==> config.mk <==
export PLATFORM = sky130hd
export DESIGN_NAME = spi_master_param
export DESIGN_NICKNAME = d
export VERILOG_FILES = /design/src/rtl/spi_pkg.sv /design/src/rtl/spi_master_param_clk_div.sv /design/src/rtl/spi_master_param.sv
export SDC_FILE = /design/constraint.sdc
export NUM_CORES = 1
export LEC_CHECK = 0
export ABC_CLOCK_PERIOD_IN_PS = 3900
export BUFFER_PORTS_ARGS = -buffer_cell sky130_fd_sc_hd__buf_2
export CAP_MARGIN = 20
export CORE_MARGIN = 2
export CORE_UTILIZATION = 60
export CTS_CLUSTER_DIAMETER = 100
export DETAILED_ROUTE_END_ITERATION = 6
export HOLD_SLACK_MARGIN = 0.02
export PLACE_DENSITY_LB_ADDON = 0.3
export RECOVER_POWER = 100
export SETUP_SLACK_MARGIN = 0.5
export SYNTH_ARGS = -nofsm -noshare
export SYNTH_HDL_FRONTEND = slang
export SYNTH_SLANG_ARGS = --single-unit
==> constraint.sdc <==
create_clock -name clock_in -period 3.9 [get_ports clock_in]
set_input_delay 0.975 -clock clock_in [delete_from_list [all_inputs] [get_ports clock_in]]
set_output_delay 0.975 -clock clock_in [all_outputs]
set_load 0.01 [all_outputs]
==> src/rtl/spi_pkg.sv <==
// Shared types for the parametrised SPI master: FSM state, SPI mode pair and
// the chip-select index width helper.
package spi_pkg;

  typedef enum logic [1:0] {
    IDLE  = 2'd0,
    LEAD  = 2'd1,
    SHIFT = 2'd2,
    TRAIL = 2'd3
  } spi_state_e;

  typedef struct packed {
    logic cpol;
    logic cpha;
  } spi_mode_t;

  function automatic int spi_cs_w(input int num_cs);
    return (num_cs > 1) ? $clog2(num_cs) : 1;
  endfunction

endpackage

==> src/rtl/spi_master_param_clk_div.sv <==
// Half-period tick generator: one-cycle tick every CLK_DIV enabled cycles,
// phase realigned by restart so each transfer starts with a full half-period.
module spi_clk_div #(
  parameter int CLK_DIV = 2
) (
  input  logic clock_in,
  input  logic rs_n,
  input  logic enable_i,
  input  logic restart_i,
  output logic tick_o
);

  localparam int CW = (CLK_DIV > 1) ? $clog2(CLK_DIV) : 1;
  localparam logic [CW-1:0] LAST = CW'(CLK_DIV - 1);

  logic [CW-1:0] cnt_q;
  logic [CW-1:0] cnt_d;

  always_comb begin
    cnt_d = cnt_q;
    if (restart_i) begin
      cnt_d = '0;
    end else if (enable_i) begin
      cnt_d = (cnt_q == LAST) ? '0 : cnt_q + CW'(1);
    end
  end

  assign tick_o = enable_i && !restart_i && (cnt_q == LAST);

  always_ff @(posedge clock_in or negedge rs_n) begin
    if (!rs_n) begin
      cnt_q <= '0;
    end else begin
      cnt_q <= cnt_d;
    end
  end

endmodule

==> src/rtl/spi_master_param.sv <==
// Parametrised SPI master: start/busy/done handshake, runtime CPOL/CPHA,
// configurable width, bit order and chip-select count.
module spi_master_param
  import spi_pkg::*;
#(
  parameter int DATA_W    = 8,
  parameter int CLK_DIV   = 2,
  parameter int NUM_CS    = 1,
  parameter int MSB_FIRST = 1,
  localparam int CS_W     = spi_cs_w(NUM_CS)
) (
  input  logic              clock_in,
  input  logic              rs_n,
  input  logic              start,
  input  logic [DATA_W-1:0] tx_data,
  input  logic [CS_W-1:0]   cs_sel,
  input  logic              cpol,
  input  logic              cpha,
  input  logic              miso,
  output logic              sclk,
  output logic              mosi,
  output logic [NUM_CS-1:0] cs_n,
  output logic              busy,
  output logic              done,
  output logic [DATA_W-1:0] rx_data,
  output logic              led
);

  localparam int EDGES = 2 * DATA_W;
  localparam int EW    = $clog2(EDGES + 1);
  localparam logic [EW-1:0] LAST_EDGE = EW'(EDGES);

  spi_state_e        state_q;
  spi_mode_t         mode_q;
  logic [DATA_W-1:0] tx_q;
  logic [DATA_W-1:0] rx_q;
  logic [EW-1:0]     edge_q;
  logic              sclk_q;
  logic              mosi_q;
  logic [NUM_CS-1:0] cs_n_q;
  logic              busy_q;
  logic              done_q;
  logic [DATA_W-1:0] rx_data_q;
  logic              led_q;

  logic [EW-1:0]     edge_d;
  logic              tick;
  logic              sample_edge;
  logic              shift_edge;
  logic              tx_head;
  logic [DATA_W-1:0] tx_d;
  logic              in_head;
  logic [DATA_W-1:0] in_shift_d;
  logic [DATA_W-1:0] rx_d;
  logic [NUM_CS-1:0] cs_mask;

  spi_clk_div #(.CLK_DIV(CLK_DIV)) u_div (
    .clock_in  (clock_in),
    .rs_n      (rs_n),
    .enable_i  (state_q != IDLE),
    .restart_i (state_q == IDLE),
    .tick_o    (tick)
  );

  // Edge numbers are 1-based: odd edges are leading, even edges trailing.
  assign edge_d      = edge_q + EW'(1);
  assign sample_edge = edge_d[0] ^ mode_q.cpha;
  assign shift_edge  = !sample_edge && (edge_d != LAST_EDGE);

  always_comb begin
    if (MSB_FIRST != 0) begin
      tx_head    = tx_q[DATA_W-1];
      tx_d       = {tx_q[DATA_W-2:0], 1'b0};
      in_head    = tx_data[DATA_W-1];
      in_shift_d = {tx_data[DATA_W-2:0], 1'b0};
      rx_d       = {rx_q[DATA_W-2:0], miso};
    end else begin
      tx_head    = tx_q[0];
      tx_d       = {1'b0, tx_q[DATA_W-1:1]};
      in_head    = tx_data[0];
      in_shift_d = {1'b0, tx_data[DATA_W-1:1]};
      rx_d       = {miso, rx_q[DATA_W-1:1]};
    end
  end

  // Out-of-range selects leave every line deasserted.
  for (genvar gi = 0; gi < NUM_CS; gi++) begin : g_cs
    assign cs_mask[gi] = (cs_sel != CS_W'(gi));
  end

  always_ff @(posedge clock_in or negedge rs_n) begin
    if (!rs_n) begin
      state_q   <= IDLE;
      mode_q    <= '0;
      tx_q      <= '0;
      rx_q      <= '0;
      edge_q    <= '0;
      sclk_q    <= 1'b0;
      mosi_q    <= 1'b0;
      cs_n_q    <= '1;
      busy_q    <= 1'b0;
      done_q    <= 1'b0;
      rx_data_q <= '0;
      led_q     <= 1'b0;
    end else begin
      done_q <= 1'b0;
      case (state_q)
        IDLE: begin
          sclk_q <= mode_q.cpol;
          if (start) begin
            mode_q.cpol <= cpol;
            mode_q.cpha <= cpha;
            sclk_q      <= cpol;
            cs_n_q      <= cs_mask;
            busy_q      <= 1'b1;
            edge_q      <= '0;
            state_q     <= LEAD;
            // CPHA=0 needs the first bit on the wire before the leading edge.
            if (!cpha) begin
              mosi_q <= in_head;
              tx_q   <= in_shift_d;
            end else begin
              tx_q   <= tx_data;
            end
          end
        end
        LEAD: begin
          if (tick) state_q <= SHIFT;
        end
        SHIFT: begin
          if (tick) begin
            sclk_q <= ~sclk_q;
            edge_q <= edge_d;
            if (sample_edge) rx_q <= rx_d;
            if (shift_edge) begin
              mosi_q <= tx_head;
              tx_q   <= tx_d;
            end
            if (edge_d == LAST_EDGE) state_q <= TRAIL;
          end
        end
        TRAIL: begin
          if (tick) begin
            state_q   <= IDLE;
            cs_n_q    <= '1;
            busy_q    <= 1'b0;
            done_q    <= 1'b1;
            rx_data_q <= rx_q;
            led_q     <= ~led_q;
          end
        end
        default: state_q <= IDLE;
      endcase
    end
  end

  assign sclk    = sclk_q;
  assign mosi    = mosi_q;
  assign cs_n    = cs_n_q;
  assign busy    = busy_q;
  assign done    = done_q;
  assign rx_data = rx_data_q;
  assign led     = led_q;

endmodule

### Word-level counts from Yosys, hierarchy flattened

Index checks and enable logic that the tools add are counted.

| storage, ports and cells | value |
|---|---|
| register bits | 40 |
| input port bits | 15 |
| output and inout port bits | 14 |
| logic and storage cells | 83 |

| operators by class | value |
|---|---|
| $add $sub $neg | 2 |
| eq/ne operators | 12 |
| mux-type cells | 33 |
| bitwise gates (word level) | 3 |
| reduce and logical (&&, ||, !) cells | 19 |

Operator list:

| cell | count |
|---|---|
| 2-to-1 mux 8 bit | 4 |
| case mux 8 bit (2 select lines) | 1 |
| 2-to-1 mux 1 bit | 15 |
| != test 2 bit (second input constant) | 7 |
| 2-to-1 mux 2 bit | 5 |
| 2-to-1 mux 5 bit | 2 |
| case mux 5 bit (2 select lines) | 1 |
| AND reduction 5 bit | 2 |
| AND reduction 3 bit | 3 |
| case mux 1 bit (2 select lines) | 4 |
| case mux 2 bit (4 select lines) | 1 |
| nonzero test 2 bit | 4 |
| AND reduction 2 bit | 3 |
| adder 5 x 1 -> 5 bit (second input constant) | 1 |
| equality test 5 bit (second input constant) | 1 |
| != test 5 bit (second input constant) | 1 |
| equality test 2 bit (second input constant) | 2 |
| AND reduction 4 bit | 1 |
| logical AND 1 bit | 3 |
| equality test 2 x 1 -> 1 bit (second input constant) | 1 |
| logical NOT 1 bit | 2 |
| logical NOT 2 bit | 1 |
| NOT 1 bit | 2 |
| adder 1 bit (second input constant) | 1 |
| XOR 1 bit | 1 |

### Logic depth before layout (Yosys ltp)

Gate-level depths: netlist of run 1.

| depth | value |
|---|---|
| depth in word-level cells | 7 |
| depth in mapped cells | 8 |
| depth with buffers taken out | 6 |

### By module

Synthesis of run 1 repeated with hierarchy kept, for this count alone.

| second synthesis, totals | value |
|---|---|
| cell total of the unflattened synthesis | 163 |
| area, all modules | 1921.8 um^2 |

Modules (own cells, without submodules):

| module | instances | cells an instance | area each (um^2) | seq. area each (um^2) |
|---|---|---|---|---|
| spi_master_param | 1 | 158 | 1876.8 | 977.2 |
| spi_clk_div | 1 | 5 | 45.0 | 25.0 |

### Least setup slack after synthesis of run 1

No wires, ideal clock.

| timing | value |
|---|---|
| path kind | in2reg |
| from | in start |
| to | reg tx_q[1] |
| library setup time | 0.125 ns |
| data arrival time | 1.902 ns |
| required time | 3.775 ns |
| setup slack | 1.873 ns |
| stages | 5 |
| buffers on the path | 1 |
| cells stage by stage | nand2_1 o21ai_2 o311a_1 buf_6 mux2_4 |

| on the way | value |
|---|---|
| cells in the longest elaborated chain, start to end | 2 |

RTL lines:

| what | line | source |
|---|---|---|
| start: declaration | spi_master_param.sv:14 | `input logic start,` |
| != test 2 bit (no source line) | - |  |
| AND reduction 4 bit (no source line) | - |  |
| end signal: assignment | spi_master_param.sv:121 | `tx_q <= in_shift_d;` |
| end signal: assignment | spi_master_param.sv:123 | `tx_q <= tx_data;` |
| end signal: assignment | spi_master_param.sv:137 | `tx_q <= tx_d;` |
| end: declaration | spi_master_param.sv:35 | `logic [DATA_W-1:0] tx_q;` |

Every way passes these cells.
A chain may end at the register's enable or synchronous reset.

### Final worst setup path of run 1

| timing | value |
|---|---|
| from | reg state_q[0] |
| to | reg tx_q[2] |

| on the way | value |
|---|---|
| cells in the longest elaborated chain, start to end | 6 |
| elaborated cells on any way between the ends | 12 |
| classes of those cells | eq/ne: 4; mux: 1; reduce/logical: 7 |

RTL lines:

| what | line | source |
|---|---|---|
| start: declaration | spi_master_param.sv:33 | `spi_state_e state_q;` |
| start signal: assignment | spi_master_param.sv:93 | `state_q <= IDLE;` |
| start signal: assignment | spi_master_param.sv:117 | `state_q <= LEAD;` |
| start signal: assignment | spi_master_param.sv:128 | `if (tick) state_q <= SHIFT;` |
| logical NOT 2 bit | spi_master_param.sv:61, spi_master_param.sv:107 |  |
| logical NOT 1 bit | spi_master_param_clk_div.sv:28 | `assign tick_o = enable_i && !restart_i && (cnt_q == LAST);` |
| logical AND 1 bit (2 in series) | spi_master_param_clk_div.sv:28 |  |
| != test 2 bit (no source line) | - |  |
| AND reduction 4 bit (no source line) | - |  |

Parallel ways exist; a longest one is shown, timed or not.

==> results.yml, run 1 <==
flow_run:
  maxCapViolations: 1
timing:
  rsz0062_at_grt: "no"
  clock_skew_ns: 0.00644
  hold_viol_final: 0
  tightest_slew_ns: 1.99
  setup_violations: 0
  layout_worst_path_cycle_share_pct: 69.5
  setup_tns_ns: 0
  slew_viol_final: 41
  fmax_ghz: 0.369
  fin_crit_ns: 2.71
  fin_ws_ns: 1.19
  slew_headroom_pct: -32.9
  holdWs_ns: 0.476
power_and_ir_drop:
  clockPowerShare_pct: 15.2
  power_leakage_nw: 0.996
  peakVddDrop_v: 0.000389
  combPwrFrac_pct: 39.6
  power_density_nw_per_um2: 698
  netSwitchingFraction_pct: 37.7
  sequentialPowerShare_pct: 45.2
  internal_power_w: 0.000917
  switching_power_w: 0.000555
setup_path:
  worstSetupEndpointType: "flip-flop"
  critical_path_peak_fanout: 29
  arrival_ns: 2.95
  crit_path_start_kind: "flip-flop"
  crit_type: "reg -> reg"
  worstPathRequired_ns: 4.14
global_route:
  antenna_found_initial: 0
  grt_pass1_vias: 1268
  grt_use_total_pct: 20.9
  grt_max_degree: 41
  grt_pass1_wl_mm: 5.60
  gr-total-overflow: 0
run_status:
  violations: "capacitance limit, slew limit"
  outcome: "finished with violations"
synthesis:
  synth-seq-cells: 40
  yosysWarnings: 0
  synth_common_cells: "dfrtp_1, mux2_2, nand2_1"
  synth_nets: 183
  synth_edf_count: 0
  yosysMostFrequentCell: "dfrtp_1"
  syn_avg_cell_area_um2: 12.0
  yosys.area.top_type: "dfrtp_1"
  synth_area_um2: 1960
  synth_area_leaders: "dfrtp_1, mux2_2, mux2_4"
  synthDistinctLibCells: 36
  synth_top_area_share_pct: 49.9
  ys.flop_type: "dfrtp_1"
  synthArstFlopShare_pct: 100
  syn_inst: 163
  ys_seq_area_share_pct: 51.2
drt:
  num_vias: 1280
  wl_mm: 3.37
  first_pass_iters: 4
  drtIter0Drc: 42
  drc: 0
  post_drt_wl_per_cell_um: 14.3
  vias_per_cell: 5.45
  final_antenna_net_count: 0
floorplanning:
  rows: 20
  fp.dieW_um: 61.1
  die-area_um2: 3730
  start_util_pct: 63.6
  design.core.area_um2: 3080
  die_h_um: 61.1
  pin_count: 29
clock_tree:
  clk_path_buf_depth: 2
  cts_buffers: 5
  clk_pin_slew_ns: 0.11
  cts_setup_buffers: 0
  insertion_delay_ns: 0.35
  postCtsHoldBufs: 0
  cts_tree: "done"
  clock_sinks: 40
  clock_tree.root_cell: "clkbuf_4"
  h-tree-depth: 2
  ctsResizeCount: 0
min_path:
  hold_class: "reg -> reg"
finish:
  antenna_cells: 0
  area_growth_pct: 7.80
  final_nets: 210
  drive_gt1_share_pct: 21.5
  nFillCells: 248
place:
  dp_hpwl_mm: 2.35
  dp_slack_ns: 1.22
  place_congestion: 0.807
  port_buffers: 28
## kinds of logic after synthesis
family / Yosys count / synth area share, %
flip-flops: 40 / 51.2
multiplexers: 36 / 21.4
AND/OR/NAND/NOR: 31 / 7.42
AO/OA/AOI/OAI: 29 / 9.78
buffers and inverters: 17 / 4.73
XOR/XNOR: 5 / 2.24
adder cells (fa/ha/maj): 5 / 3.20
## final timing paths
check	start	endpoint	slack (ns)	depth (start not counted)
max in group asynchronous	rs_n	rx_data[5]	1.60	1
hold / removal	led	led	0.48	1
setup reg to reg	state_q[0]	tx_q[2]	1.19	6
min in group asynchronous	rs_n	rx_data[0]	1.17	1
setup / recovery	state_q[0]	tx_q[2]	1.19	6
hold reg to reg	led	led	0.48	1
## per-stage QoR
stage          utilization (%)  power, W  instances  area, um2
5_1_grt                   68.5   0.00159        235       2110
2_1_floorplan                -   0.00120        163       1960
3_3_place_gp              68.0   0.00129        227       2090
6_report                  68.5   0.00147        235       2110
3_5_place_dp              68.0   0.00133        227       2090
4_1_cts                   70.2   0.00156        235       2160
## layer usage
metal	track usage, %	share of wire, %	vias to the layer above	wire (um)
met2	32.1	46	34	1560
met3	7.35	5.5	8	187
met5	0	0	-	0
met4	10.2	1.8	0	61
li1	-	-	626	-
met1	26.5	46	612	1560
## critical path: stages, from the launching register on
cell	delay, ns
dfrtp_1	0.43
inv_1	0.10
ha_1	0.75
nand3b_1	0.24
o21ai_0	0.21
o311a_1	0.49
mux2_1	0.37
## power by group through the flow
stage	Clock, W	Sequential, W	Combinational [W]
CTS	0.000231	0.000668	0.000662
global route	0.000251	0.000687	0.000649
detailed placement	0	0.000677	0.000657
global placement	0	0.000670	0.000623
finish	0.000223	0.000666	0.000582
floorplan	0	0.000677	0.000527
## final cells by class
type,instances,area [um2],area share (%)
Timing Repair Buffer,28,123,5.81
Tap cell,44,55.1,2.61
Multi-Input combinational cell,106,830,39.3
Clock buffer,6,51.3,2.43
Clock inverter,2,15.0,0.712
Sequential cell,40,1000,47.5
Inverter,9,33.8,1.60
## state kept, by name, summed over array words and instances, names as in the netlist, 2 cells and up
signal / flops
tx_q: 8
rx_q: 8
state_q: 2
edge_q: 5
mode_q: 2
rx_data: 8
## placed cells by master (no fill, tap or decap), drive strengths merged, types with 9 or more instances in the layout
cell / synthesis / layout
dfrtp: 39 / 39
mux2: 26 / 26
clkbuf: 3 / 20
nand2: 16 / 16
buf: 5 / 14
o21ai: 12 / 12
mux2i: 10 / 10
inv: 9 / 9
Note: power is estimated with default switching activity, not from simulation.
==> run 2: changes to the inputs <==
Settings changed: ABC_CLOCK_PERIOD_IN_PS 3900 to 2700, CORE_UTILIZATION 60 to 56.
Clock period 3.9 ns to 2.7 ns, I/O delays scaled along.
==> run 2 against run 1 <==
Net effect: the flow now finishes without violations; critical endpoint is now rx_q[0]; clock power rose by 96%; total power rose by 54%; register-to-register slack got worse by 0.69 ns; global-route usage fell by 1.3 points; final area rose by 2.3%; routed wire length rose by 4.6%; non-clock buffer count rose by 2; largest cell class unchanged.
==> results.yml, run 2 (synthesis results as in run 1) <==
run_status:
  outcome: "complete, no violations"
floorplanning:
  start_util_pct: 58.6
  fp.dieW_um: 63.1
  pin_count: 29
  design.core.area_um2: 3340
  die-area_um2: 3980
  rows: 21
  die_h_um: 63.1
timing:
  fmax_ghz: 0.455
  holdWs_ns: 0.432
  slew_viol_final: 0
  fin_crit_ns: 2.20
  setup_violations: 0
  clock_skew_ns: 0.00786
  setup_tns_ns: 0
  hold_viol_final: 0
  tightest_slew_ns: 0.871
  rsz0062_at_grt: "no"
  slew_headroom_pct: 41.9
  layout_worst_path_cycle_share_pct: 81.4
setup_path:
  critical_path_peak_fanout: 12
  crit_type: "reg -> reg"
  path_buf_inv: 1
  slowest_delay_ns: 0.49
  reg2reg_depth: 5
  crit_path_start_kind: "flip-flop"
  cp_cell_sequence: "inv_1 > ha_1 > and3b_1 > and2_0 > mux2_2"
  arrival_ns: 2.43
  worstSetupEndpointType: "flip-flop"
  worstPathRequired_ns: 2.93
  r2r_start: "state_q[0]"
  rrSetupSlack_ns: 0.50
  cpMaxStageDelayCell: "and2_0"
  crit_family: "simple AND/OR/NAND/NOR gates"
  reg2reg_to: "rx_q[0]"
drt:
  drtIter0Drc: 53
  drc: 0
  final_antenna_net_count: 0
  num_vias: 1301
  wl_mm: 3.53
  post_drt_wl_per_cell_um: 14.8
  first_pass_iters: 4
  vias_per_cell: 5.44
min_path:
  hold_class: "in -> async"
finish:
  area_growth_pct: 10.3
  layout_common_cells: "dfrtp_1, mux2_2, nand2_1, buf_2, clkbuf_1"
  drive_gt1_share_pct: 22.8
  mostFrequentLayoutCell: "dfrtp_1"
  nFillCells: 290
  antenna_cells: 0
  final_util_pct: 64.7
  final_nets: 212
  final_cells: 239
place:
  port_buffers: 28
  place_congestion: 0.806
  dp.cells: 231
  dp_hpwl_mm: 2.51
power_and_ir_drop:
  netSwitchingFraction_pct: 35.7
  sequentialPowerShare_pct: 42.7
  combPwrFrac_pct: 38.1
  clockPowerShare_pct: 19.2
  switching_power_w: 0.000810
  peakVddDrop_v: 0.000723
  power_density_nw_per_um2: 1050
  power_leakage_nw: 1.03
  internal_power_w: 0.00146
flow_run:
  maxCapViolations: 0
global_route:
  antenna_found_initial: 0
  grt_use_total_pct: 19.6
  gr-total-overflow: 0
  grt_max_degree: 41
  grt_pass1_vias: 1342
  grt_pass1_wl_mm: 6.00
clock_tree:
  insertion_delay_ns: 0.34
  h-tree-depth: 2
  clk_path_buf_depth: 2
  cts_buffers: 5
  cts_tree: "done"
  clock_tree.root_cell: "clkbuf_4"
  clock_sinks: 40
  clk_pin_slew_ns: 0.12
## run 2: cell count changes in the layout (fill, tap and decap cells not counted)
| cell | previous run | this run |
|---|---|---|
| o311a_2 | 0 | 1 |
| o311a_1 | 1 | 0 |
| clkbuf_8 | 1 | 2 |
| bufinv_16 | 0 | 1 |
| buf_6 | 0 | 1 |
| buf_2 | 14 | 15 |
| clkinvlp_4 | 2 | 0 |
## run 2: layout make-up
type	count	area, um2	area share (%)
Clock buffer	7	65.1	3.01
Clock inverter	1	30.0	1.39
Inverter	9	33.8	1.57
Multi-Input combinational cell	106	831	38.5
Sequential cell	40	1000	46.4
Tap cell	46	57.6	2.67
Timing Repair Buffer	30	139	6.43
## run 2: repair_timing
item,4_1_cts,5_1_grt
gates resized for setup,1,2
endpoints found under the setup margin,7,11
buffers inserted,0,0
hold buffers,0,0
endpoints found under the hold margin,0,0
## run 2: worst max path at each step
stage / from / to / depth (start not counted)
6_report: state_q[0] / rx_q[0] / 5
3_5_place_dp: state_q[0] / tx_q[5] / 6
2_1_floorplan: state_q[0] / tx_q[1] / 8
5_1_grt: state_q[0] / rx_q[0] / 5
4_1_cts: state_q[0] / tx_q[5] / 6
3_3_place_gp: state_q[0] / tx_q[7] / 6
## run 2: power groups by stage
stage / logic (W) / registers (W) / clock network (W)
4_1_cts: 0.000972 / 0.000971 / 0.000444
2_1_floorplan: 0.000761 / 0.000978 / 0
5_1_grt: 0.000961 / 0.000999 / 0.000475
6_report: 0.000864 / 0.000969 / 0.000436
3_5_place_dp: 0.000967 / 0.000981 / 0
3_3_place_gp: 0.000922 / 0.000967 / 0
## run 2: worst reg2reg max path, delay by kind of cell, from the launching register on
kind                       cells  cell delay [ns]
and+or+nand+nor                2             0.87
muxes                          1             0.41
DFF                            1             0.41
adders and majority gates      1             0.32
buffers and inverters          1             0.08
## run 2: routing by layer
layer | GRT usage [%] | routed length [um] | vias up
met5 | 0 | 0 | -
met3 | 5.18 | 168 | 9
met1 | 24.9 | 1580 | 625
met4 | 10.0 | 83 | 0
li1 | - | - | 635
met2 | 31.0 | 1700 | 32
## run 2: per-stage QoR
stage | total power [W] | cell area (um2) | setup slack, ns
after CTS | 0.00239 | 2210 | 0.577
after floorplan | 0.00174 | 1960 | 0.867
after global placement | 0.00189 | 2110 | 0.599
after global routing | 0.00243 | 2160 | 0.359
after detailed placement | 0.00195 | 2110 | 0.519
final | 0.00227 | 2160 | 0.501
